## config.mk

```make
export PLATFORM = sky130hd
export DESIGN_NAME = uart_tx_serializer
export DESIGN_NICKNAME = d
export VERILOG_FILES = /design/src/rtl/uart_pkg.sv /design/src/rtl/uart_bit_timer.sv /design/src/rtl/uart_tx_serializer.sv
export SDC_FILE = /design/constraint.sdc
export NUM_CORES = 1
export LEC_CHECK = 0
export ABC_CLOCK_PERIOD_IN_PS = 1780
export CAP_MARGIN = 10
export CORE_MARGIN = 2
export CORE_UTILIZATION = 48
export CTS_CLUSTER_DIAMETER = 60
export DETAILED_ROUTE_END_ITERATION = 16
export GPL_ROUTABILITY_DRIVEN = 1
export PLACE_DENSITY_LB_ADDON = 0.2
export SYNTH_ARGS = -nofsm -noshare
export SYNTH_HDL_FRONTEND = slang
export SYNTH_SLANG_ARGS = --single-unit
```

## constraint.sdc

```tcl
create_clock -name clk_i -period 1.78 [get_ports clk_i]
set_clock_uncertainty 0.1 [all_clocks]
set_input_delay 0.356 -clock clk_i [delete_from_list [all_inputs] [get_ports clk_i]]
set_output_delay 0.356 -clock clk_i [all_outputs]
set_load 0.05 [all_outputs]
```

## src/rtl/uart_pkg.sv

```systemverilog
// Shared types and line-level constants for the UART transmit path.
package uart_pkg;

  typedef enum logic [2:0] {
    IDLE,
    START,
    DATA,
    PARITY,
    STOP
  } uart_tx_state_t;

  localparam logic UART_IDLE_LVL  = 1'b1;
  localparam logic UART_START_LVL = 1'b0;

endpackage

```

## src/rtl/uart_bit_timer.sv

```systemverilog
// Bit-period timer: counts clk_i cycles within one serial bit and flags the last one.
module uart_bit_timer #(
  parameter int CLKS_PER_BIT = 16
) (
  input  logic clk_i,
  input  logic reset_ni,
  input  logic clear_i,
  output logic tick_o
);

  localparam int CNT_W = (CLKS_PER_BIT > 1) ? $clog2(CLKS_PER_BIT) : 1;

  logic [CNT_W-1:0] cnt_q;

  assign tick_o = (cnt_q == CNT_W'(CLKS_PER_BIT - 1));

  // clear_i holds the count at zero so the first bit after a handshake is full length.
  always_ff @(posedge clk_i) begin
    if (!reset_ni || clear_i) begin
      cnt_q <= '0;
    end else if (tick_o) begin
      cnt_q <= '0;
    end else begin
      cnt_q <= cnt_q + 1'b1;
    end
  end

endmodule

```

## src/rtl/uart_tx_serializer.sv

```systemverilog
// UART transmitter: start bit, DATA_W bits LSB-first, optional parity, STOP_BITS stop bits.
// Parity bit is compiled in only when the macro UART_TX_PARITY_EN is defined.
module uart_tx_serializer
  import uart_pkg::*;
#(
  parameter int DATA_W       = 8,
  parameter int CLKS_PER_BIT = 16,
  parameter int STOP_BITS    = 1,
  parameter int PARITY_ODD   = 0
) (
  input  logic              clk_i,
  input  logic              reset_ni,
  input  logic [DATA_W-1:0] data_i,
  input  logic              valid_i,
  output logic              ready_o,
  output logic              serial_out_o,
  output logic              busy_o,
  output logic              done_o
);

  localparam int IDX_W = $clog2(DATA_W);

  // Elaboration-time guard on the legal parameter ranges.
  if (DATA_W < 5 || DATA_W > 9 || CLKS_PER_BIT < 2 ||
      STOP_BITS < 1 || STOP_BITS > 2 || PARITY_ODD < 0 || PARITY_ODD > 1) begin : g_bad_param
    $error("uart_tx_serializer: illegal parameter value");
  end

  uart_tx_state_t    state_q;
  logic [DATA_W-1:0] shift_q;
  logic [IDX_W-1:0]  bit_idx_q;
  logic              tick;

`ifdef UART_TX_PARITY_EN
  logic              parity_q;
`endif

  uart_bit_timer #(
    .CLKS_PER_BIT(CLKS_PER_BIT)
  ) u_bit_timer (
    .clk_i   (clk_i),
    .reset_ni(reset_ni),
    .clear_i (state_q == IDLE),
    .tick_o  (tick)
  );

  assign busy_o = ~ready_o;

  // NOTE: every register here is assigned with <= so all state advances together
  // on the edge; blocking assignments would let later lines see half-updated values.
  always_ff @(posedge clk_i) begin
    if (!reset_ni) begin
      // NOTE: the shift register is cleared too, so no stale payload survives an abort.
      state_q      <= IDLE;
      shift_q      <= '0;
      bit_idx_q    <= '0;
      ready_o      <= 1'b1;
      serial_out_o <= UART_IDLE_LVL;
      done_o       <= 1'b0;
`ifdef UART_TX_PARITY_EN
      parity_q     <= 1'b0;
`endif
    end else begin
      done_o <= 1'b0;
      case (state_q)
        IDLE: begin
          // ready_o is high throughout IDLE, so valid_i alone completes the handshake.
          if (valid_i) begin
            shift_q      <= data_i;
            bit_idx_q    <= '0;
            ready_o      <= 1'b0;
            serial_out_o <= UART_START_LVL;
            state_q      <= START;
`ifdef UART_TX_PARITY_EN
            parity_q     <= (^data_i) ^ (PARITY_ODD != 0);
`endif
          end
        end

        START: begin
          if (tick) begin
            serial_out_o <= shift_q[0];
            shift_q      <= shift_q >> 1;
            state_q      <= DATA;
          end
        end

        DATA: begin
          if (tick) begin
            if (bit_idx_q == IDX_W'(DATA_W - 1)) begin
              bit_idx_q    <= '0;
`ifdef UART_TX_PARITY_EN
              serial_out_o <= parity_q;
              state_q      <= PARITY;
`else
              serial_out_o <= UART_IDLE_LVL;
              state_q      <= STOP;
`endif
            end else begin
              serial_out_o <= shift_q[0];
              shift_q      <= shift_q >> 1;
              bit_idx_q    <= bit_idx_q + 1'b1;
            end
          end
        end

`ifdef UART_TX_PARITY_EN
        PARITY: begin
          if (tick) begin
            serial_out_o <= UART_IDLE_LVL;
            state_q      <= STOP;
          end
        end
`endif

        STOP: begin
          // bit_idx_q is reused to count stop bits.
          if (tick) begin
            if (bit_idx_q == IDX_W'(STOP_BITS - 1)) begin
              bit_idx_q <= '0;
              ready_o   <= 1'b1;
              done_o    <= 1'b1;
              state_q   <= IDLE;
            end else begin
              bit_idx_q <= bit_idx_q + 1'b1;
            end
          end
        end

        default: begin
          bit_idx_q    <= '0;
          ready_o      <= 1'b1;
          serial_out_o <= UART_IDLE_LVL;
          state_q      <= IDLE;
        end
      endcase
    end
  end

endmodule

```

==> out/qor_table.md, run 1 <==
| Quantity | Reported | Unit |
|:---|:---|:---|
| Run status | complete, no violations | - |
| Final nets | 177 | - |
| Number of antenna diodes | 0 | - |
| Data arrival, critical path | 1820 | ps |
| Post-Synthesis Mean Instance Area | 9.10 | um2 |
| Family of cells with the greatest summed delay on the critical path | adder cells | - |
| Critical Path Max Stage Delay | 350 | ps |
| Worst reg-to-reg setup slack | 90 | ps |
| Origin of the worst setup path | bit_idx_q[0]$_SDFFE_PN0P_ | - |
| Worst path slowest cell | sky130_fd_sc_hd__dfxtp_2 | - |
| Final WS setup | 91.5 | ps |
| Clock insertion delay at the later pin of the skew report | 310 | ps |
| Maximum buffer depth of the clock tree | 2 | - |
| Series of cell instances along the critical path | ha_1, ha_4, nor4_4, buf_4, nor3_1, a211oi_1 | - |
| GR peak layer | met2 | - |
| Transition time at the pin with the least slew margin | 313 | ps |
| Post-route design area | 0.00150 | mm2 |
| Standard-cell row count | 17 | - |
| Power Dens Cells | 725 | mW/mm2 |
| First-pass GRT wire length | 4.34 | mm |
| Tightest slew margin relative to the limit | 79.1 | % |
| Total wirelength of the detailed-routed design | 2.57 | mm |
| Fraction of synthesis flops using an asynchronous set or reset pin | 0 | % |
| Max capacitance violation total | 0 | - |
| Routability Congestion | 0.786 | - |
| Crit path required time | 1910 | ps |
| Worst reg-to-reg path cell count | 6 | - |
| Global-route met2 utilization | 36.4 | % |
| Detail-routed via count per cell | 5.60 | - |
| Fraction of final layout cells sized beyond drive strength 1 | 25.5 | % |
| Hold-critical path depth | 2 | - |
| Cell at the root of the clock tree | sky130_fd_sc_hd__clkbuf_4 | - |
| Vert. Die Dim | 53.6 | um |
| Synth area leaders | sky130_fd_sc_hd__dfxtp_1, sky130_fd_sc_hd__mux2i_1, sky130_fd_sc_hd__nor3_1, sky130_fd_sc_hd__a211oi_1, sky130_fd_sc_hd__ha_1 | - |
| LEAKAGE | 0.000574 | uW |
| Via count of the first global-routing pass | 1012 | - |
| Classification of the worst setup path | register to register | - |
| Synth warn | 0 | - |
| Proportion of netlist area held by the largest area contributor | 35.6 | % |
| Pin count of the biggest net entering global routing | 14 | - |
| Commonest non-fill, non-tap cell in the layout | sky130_fd_sc_hd__buf_4 | - |
| Endpoint of the worst-slack reg-to-reg timing path | shift_q[5]$_SDFFE_PN0P_ | - |
| Detailed Place HPWL | 1.91 | mm |
| Total routing resource utilization after global routing | 21.1 | % |
| Instance area at placement | 0.00143 | mm2 |
| Share of the clock period used by the worst path | 94.9 | % |
| DRC viols | 0 | - |
| PortBufs | 14 | - |
| Worst ir drop on vdd | 0.000684 | V |
| Post-Place Cells | 184 | - |
| Clock Sinks | 21 | - |
| Tightest Hold Check Type | register to register | - |
| Setup slack at placement | -149 | ps |
| Clock-pin slew on the worst setup and hold paths | 120 | ps |
| Die width | 53.6 | um |
| Starting DRC count in detailed routing | 11 | - |
| Cell type with the largest total area after synthesis | sky130_fd_sc_hd__dfxtp_1 | - |
| Synthesized Nets | 145 | - |
| Number of register bits inferred by synthesis | 21 | - |
| Number of flops mapped to enable cells by yosys | 0 | - |
| Remaining global-route overflow | 0 | - |
| Final antenna-violating net count | 0 | - |
| Critical path startpoint category | register | - |
| Layout Cells excl Fill | 189 | - |
| Via total after detailed routing | 1058 | - |
| Endpoint kind of the worst setup timing path | register | - |
| Commonest non-fill, non-tap cells in the layout | sky130_fd_sc_hd__buf_4, sky130_fd_sc_hd__dfxtp_1, sky130_fd_sc_hd__nor3_1 | - |
| Finished Core Util | 65.9 | % |
| Average wire length per cell after detail routing | 13.6 | um |
| Met1 usage | 24.1 | % |
| Worst min-delay path endpoint | shift_q[7]$_SDFFE_PN0P_ | - |
| Final setup fails | 0 | - |
| RSZ-0062 raised after global routing | no | - |
| Length of the first detailed-routing pass in iterations | 4 | - |
| Htree depth | 1 | - |
| Clock period minus worst slack | 1690 | ps |
| Synth-to-layout area growth | 26.8 | % |
| Most frequently used flop master after synthesis | sky130_fd_sc_hd__dfxtp_1 | - |
| Top-level port count | 15 | - |
| Final Max Tran Viols | 0 | - |
| Largest fanout of any net on the critical path | 4 | - |
| Synthesized area | 0.00118 | mm2 |
| Inserted Clock Buffers | 3 | - |
| Core region area | 0.00228 | mm2 |
| Starting density of the core | 52.0 | % |
| Final number of hold-violating endpoints | 0 | - |
| Sequential fraction of the synthesis area | 35.6 | % |
| Total die area | 0.00288 | mm2 |
| Critical register-to-register path startpoint | bit_idx_q[0]$_SDFFE_PN0P_ | - |
| Worst hold start | shift_q[7]$_SDFFE_PN0P_ | - |
| Max Fclk | 592 | MHz |
| Synthesized instance count | 130 | - |
| TritonCTS clock tree | built | - |
| Antenna violations before repair | 0 | - |
| Worst path buffer plus inverter count | 1 | - |
| Number of different library cells in the post-synthesis netlist | 41 | - |
| GRT met3 Usage | 6.39 | % |
[what timing repair did]
| action | CTS | global route |
|---|---|---|
| resized for setup | 2 | 7 |
| pin swaps | 0 | 6 |
| endpoints found under the setup margin | 2 | 8 |
| buffers inserted | 0 | 1 |
| hold buffers | 0 | 0 |
[power breakdown]
group          internal, uW  switching [uW]  total (uW)
Sequential              507            33.1         540
Clock                  87.6             155         242
Combinational           147             158         305
[per-layer routing]
metal  wire length, um  part of all wire, %
met5                 0                    0
met3               130                  5.1
met2              1250                   48
met4                34                  1.3
met1              1160                   45
[worst max-delay path by stage]
stage                                 to  slack (ps)  depth (start not counted)
5_1_grt          shift_q[3]$_SDFFE_PN0P_           6                          6
3_5_place_dp   bit_idx_q[1]$_SDFFE_PN0P_        -150                          5
4_1_cts          shift_q[5]$_SDFFE_PN0P_           2                          6
3_3_place_gp   bit_idx_q[1]$_SDFFE_PN0P_        -100                          5
6_report         shift_q[5]$_SDFFE_PN0P_          90                          6
2_1_floorplan    shift_q[0]$_SDFFE_PN0P_          60                          6
[logic make-up (layout without fill, tap and decap cells)]
logic type | count (synthesis) | count (layout) | synth area share [%]
and+or+nand+nor | 50 | 50 | 23.7
buffers and inverters | 15 | 46 | 7.83
xor gates and xnor gates | 4 | 4 | 3.60
adders and majority gates | 4 | 4 | 4.23
muxes | 7 | 7 | 5.93
DFF | 21 | 21 | 35.6
AOI/OAI and AO/OA | 29 | 29 | 19.2
[per-stage QoR]
stage	setup TNS (ps)	hold slack [ps]	power (uW)
after floorplan	0	318	756
after global placement	-550	351	843
after detailed placement	-807	354	849
after CTS	0	374	1090
after global routing	0	397	1150
final	0	373	1090
[Yosys cell counts (2+ instances only)]
cell type / n
sky130_fd_sc_hd__a211oi_1: 8
sky130_fd_sc_hd__a21oi_1: 7
sky130_fd_sc_hd__buf_2: 4
sky130_fd_sc_hd__buf_6: 2
sky130_fd_sc_hd__dfxtp_1: 21
sky130_fd_sc_hd__ha_1: 4
sky130_fd_sc_hd__inv_1: 8
sky130_fd_sc_hd__mux2i_1: 7
sky130_fd_sc_hd__nand2_1: 7
sky130_fd_sc_hd__nand2b_1: 3
sky130_fd_sc_hd__nand3_1: 4
sky130_fd_sc_hd__nor2_1: 9
sky130_fd_sc_hd__nor2b_1: 2
sky130_fd_sc_hd__nor3_1: 13
sky130_fd_sc_hd__o211ai_1: 3
sky130_fd_sc_hd__or2_2: 2
sky130_fd_sc_hd__xnor2_1: 2
[sequential cells by signal, indices dropped and copies added, names as in the netlist]
name and count:
bit_idx_q 3, done_o 1, ready_o 1, serial_out_o 1, shift_q 8, state_q 3
u_bit_timer.cnt_q 4
[worst register-to-register path, delay by kind of cell (launching register included)]
family,cells,cell delay (ps)
AOI/OAI and AO/OA,1,180
adders and majority gates,2,410
buffers and inverters,1,180
DFF,1,350
and+or+nand+nor,2,390
[area by class of cell]
class	instances	area (um2)
clock buffer	4	26.3
fill	207	777
inverter	8	30.0
multi-input combinational	94	704
sequential	21	423
tap	28	35.0
timing repair buffer	34	280
Power figures use the tool's default switching activity.
==> inputs of run 2 (changes only) <==
Settings changed: SKIP_CTS_REPAIR_TIMING set to 1.
==> out/qor_table.md, run 2 (synthesis results as in run 1) <==
| Quantity | Reported | Unit | Delta |
|:---|:---|:---|:---|
| Data arrival, critical path | 1810 | ps | was 1820 ps |
| Largest fanout of any net on the critical path | 4 | - | unchanged |
| Core region area | 0.00228 | mm2 | unchanged |
| Worst path slowest cell | sky130_fd_sc_hd__dfxtp_2 | - | unchanged |
| TritonCTS clock tree | built | - | unchanged |
| Final Max Tran Viols | 0 | - | unchanged |
| Via count of the first global-routing pass | 1012 | - | unchanged |
| Setup slack at placement | -149 | ps | unchanged |
| Final number of hold-violating endpoints | 0 | - | unchanged |
| LEAKAGE | 0.000574 | uW | unchanged |
| Worst path buffer plus inverter count | 1 | - | unchanged |
| PortBufs | 14 | - | unchanged |
| Finished Core Util | 65.9 | % | unchanged |
| Post-route setup TNS | 0 | ps | unchanged |
| Hold-critical path depth | 2 | - | unchanged |
| Critical register-to-register path startpoint | bit_idx_q[0]$_SDFFE_PN0P_ | - | unchanged |
| Average wire length per cell after detail routing | 13.6 | um | about the same |
| Run status | complete, no violations | - | unchanged |
| Family of cells with the greatest summed delay on the critical path | adder cells | - | unchanged |
| Maximum buffer depth of the clock tree | 2 | - | unchanged |
| Tightest slew margin relative to the limit | 78.8 | % | was 79.1% |
| Critical path startpoint category | register | - | unchanged |
| Post-route design area | 0.00150 | mm2 | unchanged |
| Flip-flop count of the largest register, all copies and words added | 8 | - | unchanged |
| Starting density of the core | 52.0 | % | unchanged |
| Worst ir drop on vdd | 0.000683 | V | was 0.000684 V |
| Cell at the root of the clock tree | sky130_fd_sc_hd__clkbuf_4 | - | unchanged |
| Clock insertion delay at the later pin of the skew report | 310 | ps | about the same |
| Relative contribution of sequential cells to total power | 49.8 | % | was 49.7% |
| Clock-pin slew on the worst setup and hold paths | 120 | ps | about the same |
| Worst reg-to-reg setup slack | 100 | ps | was 90 ps |
| Number of antenna diodes | 0 | - | unchanged |
| Clock period minus worst slack | 1680 | ps | was 1690 ps |
| Htree depth | 1 | - | unchanged |
| Biggest register | shift_q | - | unchanged |
| Final setup fails | 0 | - | unchanged |
| Tightest Hold Check Type | register to register | - | unchanged |
| Crit path required time | 1910 | ps | about the same |
| Instance area at placement | 0.00143 | mm2 | unchanged |
| Total die area | 0.00288 | mm2 | unchanged |
| Inserted Clock Buffers | 3 | - | unchanged |
| Worst min-delay path endpoint | shift_q[7]$_SDFFE_PN0P_ | - | unchanged |
| Antenna violations before repair | 0 | - | unchanged |
| Total wirelength of the detailed-routed design | 2.58 | mm | was 2.57 mm |
| Final WS setup | 96.3 | ps | was 91.5 ps |
| Critical Path Max Stage Delay | 350 | ps | about the same |
| DRC viols | 0 | - | unchanged |
| Power Dens Cells | 724 | mW/mm2 | was 725 mW/mm2 |
| Max Fclk | 594 | MHz | was 592 MHz |
| Clock Sinks | 21 | - | unchanged |
| Largest registers in the final layout | shift_q: 8 flops, u_bit_timer.cnt_q: 4 flops | - | unchanged |
| RSZ-0062 raised after global routing | no | - | unchanged |
| Max capacitance violation total | 0 | - | unchanged |
| Standard-cell row count | 17 | - | unchanged |
| Clock power frac | 22.1 | % | was 22.3% |
| Endpoint kind of the worst setup timing path | register | - | unchanged |
| Cell internal pwr | 741 | uW | about the same |
| Final antenna-violating net count | 0 | - | unchanged |
| Endpoint of the worst-slack reg-to-reg timing path | shift_q[5]$_SDFFE_PN0P_ | - | unchanged |
| Detailed Place HPWL | 1.91 | mm | unchanged |
| Transition time at the pin with the least slew margin | 317 | ps | was 313 ps |
| Classification of the worst setup path | register to register | - | unchanged |
| Via total after detailed routing | 1062 | - | was 1058 |
| Synth-to-layout area growth | 26.8 | % | unchanged |
| Final nets | 177 | - | unchanged |
| Series of cell instances along the critical path | ha_1, ha_4, nor4_4, buf_4, nor3_1, a211oi_1 | - | unchanged |
| Total of fill cells in the finished design | 209 | - | was 207 |
| Starting DRC count in detailed routing | 11 | - | unchanged |
| Commonest non-fill, non-tap cells in the layout | sky130_fd_sc_hd__buf_4, sky130_fd_sc_hd__dfxtp_1, sky130_fd_sc_hd__nor3_1 | - | unchanged |
| Share of total power in combinational logic | 28.1 | % | about the same |
| Share of the clock period used by the worst path | 94.6 | % | was 94.9% |
| Vert. Die Dim | 53.6 | um | unchanged |
| Worst reg-to-reg path cell count | 6 | - | unchanged |
| Sw Share | 31.7 | % | was 31.8% |
| Commonest non-fill, non-tap cell in the layout | sky130_fd_sc_hd__buf_4 | - | unchanged |
| Fraction of final layout cells sized beyond drive strength 1 | 25.5 | % | unchanged |
| First-pass GRT wire length | 4.34 | mm | unchanged |
| Worst hold start | shift_q[7]$_SDFFE_PN0P_ | - | unchanged |
| Detail-routed via count per cell | 5.62 | - | was 5.60 |
| Die width | 53.6 | um | unchanged |
| Remaining global-route overflow | 0 | - | unchanged |
| Length of the first detailed-routing pass in iterations | 4 | - | unchanged |
| Net switching power | 345 | uW | was 346 uW |
| Total routing resource utilization after global routing | 21.1 | % | unchanged |
| Routability Congestion | 0.786 | - | unchanged |
| Pin count of the biggest net entering global routing | 14 | - | unchanged |
| Top-level port count | 15 | - | unchanged |
==> run 2: worst max path at each step <==
| stage | startpoint | end | cells after the start |
|---|---|---|---|
| floorplan | bit_idx_q[0]$_SDFFE_PN0P_ | shift_q[0]$_SDFFE_PN0P_ | 6 |
| global placement | valid_i | bit_idx_q[1]$_SDFFE_PN0P_ | 5 |
| detailed placement | valid_i | bit_idx_q[1]$_SDFFE_PN0P_ | 5 |
| CTS | u_bit_timer.cnt_q[0]$_SDFF_PP0_ | bit_idx_q[1]$_SDFFE_PN0P_ | 5 |
| global route | bit_idx_q[0]$_SDFFE_PN0P_ | shift_q[3]$_SDFFE_PN0P_ | 6 |
| finish | bit_idx_q[0]$_SDFFE_PN0P_ | shift_q[5]$_SDFFE_PN0P_ | 6 |
==> run 2: layer usage <==
layer  vias up  track usage [%]  part of all wire (%)
li1        535                -                     -
met1       501             24.1                    45
met2        22             36.4                    49
met3         4             6.39                   4.5
met4         0             8.55                   1.3
met5         -                0                     0
==> run 2: worst register-to-register path, delay by kind of cell, from the launching register on <==
kind                     cells  cell delay [ps]
AND/OR/NAND/NOR              2              390
adder cells (fa/ha/maj)      2              410
flip-flops                   1              350
AO/OA/AOI/OAI                1              180
buffers and inverters        1              180
==> run 2: power groups by stage <==
| stage | combinational, uW | clock, uW | sequential [uW] |
|---|---|---|---|
| after floorplan | 199 | 0 | 557 |
| after global placement | 296 | 0 | 547 |
| after detailed placement | 301 | 0 | 548 |
| after CTS | 303 | 249 | 538 |
| after global routing | 335 | 269 | 545 |
| final | 305 | 240 | 540 |
==> run 2: cell type report <==
cell class | instances | area [um2] | share of cell area (%)
multi-input combinational | 94 | 704 | 47.0
sequential | 21 | 423 | 28.2
timing repair buffer | 34 | 280 | 18.7
tap | 28 | 35.0 | 2.34
inverter | 8 | 30.0 | 2.00
clock buffer | 4 | 26.3 | 1.75
==> run 2: stage by stage <==
step	total power, uW	hold WS (ps)	cells
6_report	1090	373	189
5_1_grt	1150	397	189
4_1_cts	1090	374	188
3_5_place_dp	849	354	184
3_3_place_gp	843	351	184
2_1_floorplan	756	318	130
